===== config.mk =====
export PLATFORM = sky130hd
export DESIGN_NAME = pipe_stage_reg
export DESIGN_NICKNAME = d
export VERILOG_FILES = /design/src/rtl/e5_pipe_pkg.sv /design/src/rtl/pipe_blank_ctr.sv /design/src/rtl/pipe_stage_reg.sv
export SDC_FILE = /design/constraint.sdc
export NUM_CORES = 1
export LEC_CHECK = 0
export CORE_UTILIZATION = 43
export CTS_CLUSTER_SIZE = 25
export DETAILED_ROUTE_END_ITERATION = 16
export PLACE_DENSITY = 0.86
export SYNTH_ARGS = -nofsm -noshare
export SYNTH_HDL_FRONTEND = slang
export SYNTH_SLANG_ARGS = --single-unit

===== constraint.sdc =====
create_clock -name clk -period 2.2 [get_ports clk]
set_input_delay 0.44 -clock clk [delete_from_list [all_inputs] [get_ports clk]]
set_output_delay 0.44 -clock clk [all_outputs]
set_load 0.02 [all_outputs]

===== src/rtl/e5_pipe_pkg.sv =====
// +----------------------------------------------------------------------+
// | e5_pipe_pkg : shared widths, typedefs and helpers for pipeline stages |
// | Rev 1.0                                                              |
// +----------------------------------------------------------------------+
`default_nettype none

package e5_pipe_pkg;

    localparam int c_BLANK_W    = 4;
    localparam int c_CNT_W      = 16;
    localparam int c_CTRL_W_DEF = 3;

    typedef logic [c_CTRL_W_DEF-1:0] ctrl_t;
    typedef logic [c_CNT_W-1:0]      cnt_t;

    // Saturating increment: the counter sticks at all-ones.
    function automatic cnt_t sat_inc(input cnt_t v);
        return (v == '1) ? v : v + cnt_t'(1);
    endfunction

endpackage

`default_nettype wire


===== src/rtl/pipe_blank_ctr.sv =====
// +----------------------------------------------------------------------+
// | pipe_blank_ctr : post-reset blank window down-counter (falling edge) |
// | Rev 1.0                                                              |
// +----------------------------------------------------------------------+
`default_nettype none

module pipe_blank_ctr
    import e5_pipe_pkg::*;
#(
    parameter int BLANK_CYCLES = 1
) (
    input  logic clk,
    input  logic reset,
    output logic blanking
);

    logic [c_BLANK_W-1:0] r_cnt;

    always_ff @(negedge clk) begin
        if (reset) begin
            r_cnt <= c_BLANK_W'(BLANK_CYCLES);
        end else if (r_cnt != '0) begin
            r_cnt <= r_cnt - c_BLANK_W'(1);
        end
    end

    assign blanking = (r_cnt != '0);

endmodule

`default_nettype wire


===== src/rtl/pipe_stage_reg.sv =====
// +----------------------------------------------------------------------+
// | pipe_stage_reg : falling-edge pipeline register with stall, flush,   |
// | post-reset blanking; optional perf counters via PIPE_STAGE_PERF_EN.  |
// | Rev 1.0                                                              |
// +----------------------------------------------------------------------+
`default_nettype none

module pipe_stage_reg
    import e5_pipe_pkg::*;
#(
    parameter int WIDTH        = 32,
    parameter int CTRL_W       = $bits(ctrl_t),
    parameter int BLANK_CYCLES = 1
) (
    input  logic               clk,
    input  logic               reset,
    input  logic               stall,
    input  logic               flush,
    input  logic               valid_i,
    input  logic [CTRL_W-1:0]  ctrl_i,
    input  logic [WIDTH-1:0]   data_i,
    output logic               valid_o,
    output logic [CTRL_W-1:0]  ctrl_o,
    output logic [WIDTH-1:0]   data_o,
    output logic               blanking_o,
    output logic [c_CNT_W-1:0] stall_cnt_o,
    output logic [c_CNT_W-1:0] bubble_cnt_o
);

    logic              w_blanking;
    logic              r_valid;
    logic [CTRL_W-1:0] r_ctrl;
    logic [WIDTH-1:0]  r_data;

    pipe_blank_ctr #(
        .BLANK_CYCLES (BLANK_CYCLES)
    ) u_blank_ctr (
        .clk      (clk),
        .reset    (reset),
        .blanking (w_blanking)
    );

    // Control is gated by valid on load so a dead slot can never write back.
    always_ff @(negedge clk) begin
        if (reset || w_blanking) begin
            r_valid <= 1'b0;
            r_ctrl  <= '0;
            r_data  <= '0;
        end else if (flush) begin
            r_valid <= 1'b0;
            r_ctrl  <= '0;
        end else if (!stall) begin
            r_valid <= valid_i;
            r_ctrl  <= valid_i ? ctrl_i : '0;
            r_data  <= data_i;
        end
    end

    assign valid_o    = r_valid;
    assign ctrl_o     = r_ctrl;
    assign data_o     = r_data;
    assign blanking_o = w_blanking;

`ifdef PIPE_STAGE_PERF_EN
    cnt_t r_stall_cnt;
    cnt_t r_bubble_cnt;

    always_ff @(negedge clk) begin
        if (reset) begin
            r_stall_cnt  <= '0;
            r_bubble_cnt <= '0;
        end else if (!w_blanking) begin
            if (flush) begin
                r_bubble_cnt <= sat_inc(r_bubble_cnt);
            end else if (stall) begin
                r_stall_cnt <= sat_inc(r_stall_cnt);
            end
        end
    end

    assign stall_cnt_o  = r_stall_cnt;
    assign bubble_cnt_o = r_bubble_cnt;
`else
    assign stall_cnt_o  = '0;
    assign bubble_cnt_o = '0;
`endif

endmodule

`default_nettype wire


==> summary.md <==
| Metric | Value |
|---|---|
| Critical path startpoint category | `register` |
| GPL Wtd Cong | `0.849` |
| Setup violators final | `73` |
| Area Growth Syn to Fin | `73.7%` |
| Final worst slack | `-626 ps` |
| Worst Path Required | `1760 ps` |
| HP Class | `reg -> reg` |
| Syn_area_per_cell | `just under 10 µm²` |
| PwrDens | `just over 800 mW/mm²` |
| Sw frac | `about a third` |
| CTS tree | `yes` |
| Core Region | `0.00472 mm²` |
| Post-Route WL | `5.70 mm` |
| Clock tree buffer depth | `2` |
| WL met1 | `2.32 mm` |
| Reg2Reg Depth | `13` |
| CP Cell Sequence | `inv_2, ha_4, nor3b_4, inv_2, buf_6` |
| Setup_tns | `-7250 ps` |
| Clock Skew | `approximately 16 ps` |
| Int Power | `2000 µW` |
| Met3 wire len | `260 µm` |
| Max FO, Critical Path | `2` |
| CTS clk-pin slew, worst paths | `around 40 ps` |
| Seq/Total Area, Yosys | `between 30% and 40%` |
| DR WL/cell | `between 10 and 15 µm` |
| Combinational cell fraction of total power | `about two fifths` |
| Type of the worst setup path | `reg -> out` |
| Skew-Pair Late Insertion Delay | `between 300 and 400 ps` |
| Post-synthesis register bit count | `40` |
| Die Footprint | `roughly 0.0052 mm²` |
| Final Max Tran Viols | `0` |
| Worst path slowest cell | `dfxtp_2` |
| Core Util, Final | `between 70% and 80%` |
| Failing checks | `negative setup slack` |
| Sw power | `approximately 1000 µW` |
| DRT antenna net count | `0` |
| Layout cell share with drive strength beyond 1 | `a little under three fifths` |
| Nets | `slightly above 400` |
| Port bufs | `76` |
| Initial DRC Count | `between 60 and 70` |
| Slowest stage delay, CP | `between 300 and 400 ps` |
| Cell Area, Synth | `0.00211 mm²` |
| # diodes | `0` |
| Die height | `slightly above 70 µm` |
| Via count | `around 2000` |
| GRT overflow | `0` |
| Tot Pwr | `~3000 µW` |
| Initial Util | `between 40 and 50%` |
| Die Width | `72.1 µm` |
| Distinct cells, synth | `30` |
| WHS Path Cells | `2` |
| DRC | `0` |
| Clk sinks | `40` |
| Clk root buf | `clkbuf_8` |
| Final instance area | `between 0.003 and 0.004 mm²` |
| Top Ports | `109` |
| DR WL met2 | `roughly 3 mm` |
| Crit-path leading delay family | `flip-flops` |
| Placed wire-length estimate | `3.31 mm` |
| Vias in the first global route | `2097` |
| H-tree Lvls | `2` |
| Most frequent CP cell | `inv_2` |
| Max-cap violation count | `0` |
| CP arrival | `2390 ps` |
| Placed Area | `about 0.0030 mm²` |
| Largest net degree at the start of global routing | `36` |
| Crit. End Element | `output pin` |
| Final hold viol count | `0` |
| Row Count | `25` |
| Worst path bufs/invs | `3` |
| VDD IR max | `631 µV` |
| Max Used Layer | `met4` |
| First-pass GRT wire length | `about 9 mm` |
| Vias per Instance | `~4.7` |
| Place WS | `-735 ps` |
| Clock buffer count from CTS | `5` |
| Post-Synthesis Cells | `roughly 220` |
| Flop pwr share | `roughly 28%` |
| Outcome | `complete, but fails checks` |
| Number of antenna violations at the first check in global routing | `0` |
| Synth warnings | `0` |
| Tot GR Track Use | `~23%` |
| RSZ-0062 raised after global routing | `yes` |
| Critical path depth | `5` |
| TritonRoute pass-1 iters | `4` |
| Leakage | `0.00159 µW` |
| Clock power share | `between 30% and 40%` |
Yosys cell counts, drive strengths merged:
cell type	n	area, µm²
a211oi	4	45.1
a21oi	32	273
and2b	2	17.5
buf	37	317
clkbuf	13	48.8
conb	1	3.75
dfxtp	40	801
ha	2	25.0
inv	4	15.0
mux2	1	11.3
mux2i	2	20.0
nand2	3	11.3
nand3b	3	22.5
nor2	1	3.75
nor3	4	25.0
nor3b	1	7.51
nor4b	1	8.76
o21ai	32	160
or3b	32	280
or4b	1	10.0
xnor2	1	8.76
metrics by stage:
step / hold WS (ps) / cells
6_report: 482 / 431
5_1_grt: 508 / 431
4_1_cts: 482 / 432
3_5_place_dp: 467 / 365
3_3_place_gp: 459 / 365
2_1_floorplan: 497 / 248
sequential cells by signal (all words and copies together) (netlist names):
name               cells
data_o                32
valid_o                1
u_blank_ctr.r_cnt      4
ctrl_o                 3
kinds of logic after synthesis:
family / after synthesis / share of synthesized area (%)
AO/OA/AOI/OAI: 68 / 22.6
XOR/XNOR: 1 / 0.414
adder cells (fa/ha/maj): 2 / 1.18
buffers and inverters: 54 / 18.0
flip-flops: 40 / 37.9
multiplexers: 3 / 1.48
other: 1 / 0.177
AND/OR/NAND/NOR: 48 / 18.3
routing by layer:
metal / vias to the layer above / GRT usage [%]
li1: 988 / -
met4: 0 / 10.9
met5: - / 0
met3: 10 / 8.06
met1: 972 / 24.3
met2: 67 / 39.8
power by group through the flow:
stage                     Combinational (µW)  Sequential (µW)  Clock, µW
final                                   1150              847       1000
after global routing                    1240              851       1120
after CTS                               1190              840       1020
after detailed placement                 748              830        114
after global placement                   732              828        114
after floorplan                          464              872        114
cell usage in the layout (no fill, tap or decap), drive strengths merged, types with 3 or more instances in the layout:
cell,instances
buf,83
inv,43
dfxtp,40
clkdlybuf4s50,36
conb,32
or3b,32
a21oi,32
o21ai,32
clkbuf,5
a211oi,4
nor3,4
nand2,3
nand3b,3
repair_timing:
action	CTS	global route
setup endpoints to repair	75	74
gates cloned	3	0
pin swaps	8	7
hold buffers	0	0
resized for setup	297	20
setup buffers	17	9
tightest hold or removal path, delay by kind of cell (launching register included):
| family | cells | cell delay (ps) |
|---|---|---|
| flops | 1 | 320 |
| simple gates | 1 | 70 |
| compound gates | 1 | 50 |
worst paths after layout:
path,startpoint,endpoint,slack [ps]
min,ctrl_o[0],ctrl_o[0],480
min reg2reg,ctrl_o[0],ctrl_o[0],480
max reg2reg,u_blank_ctr.r_cnt[1],u_blank_ctr.r_cnt[1],150
max,u_blank_ctr.r_cnt[1],blanking_o,-630
layout make-up:
cell class	count	area, µm²
Tap cell	67	83.8
Fill cell	307	1050
Inverter	3	11.3
Clock inverter	43	215
Sequential cell	40	848
Multi-Input combinational cell	154	1190
Clock buffer	5	68.8
Timing Repair Buffer	119	1260
No activity file was read; power rests on OpenSTA's default activity.
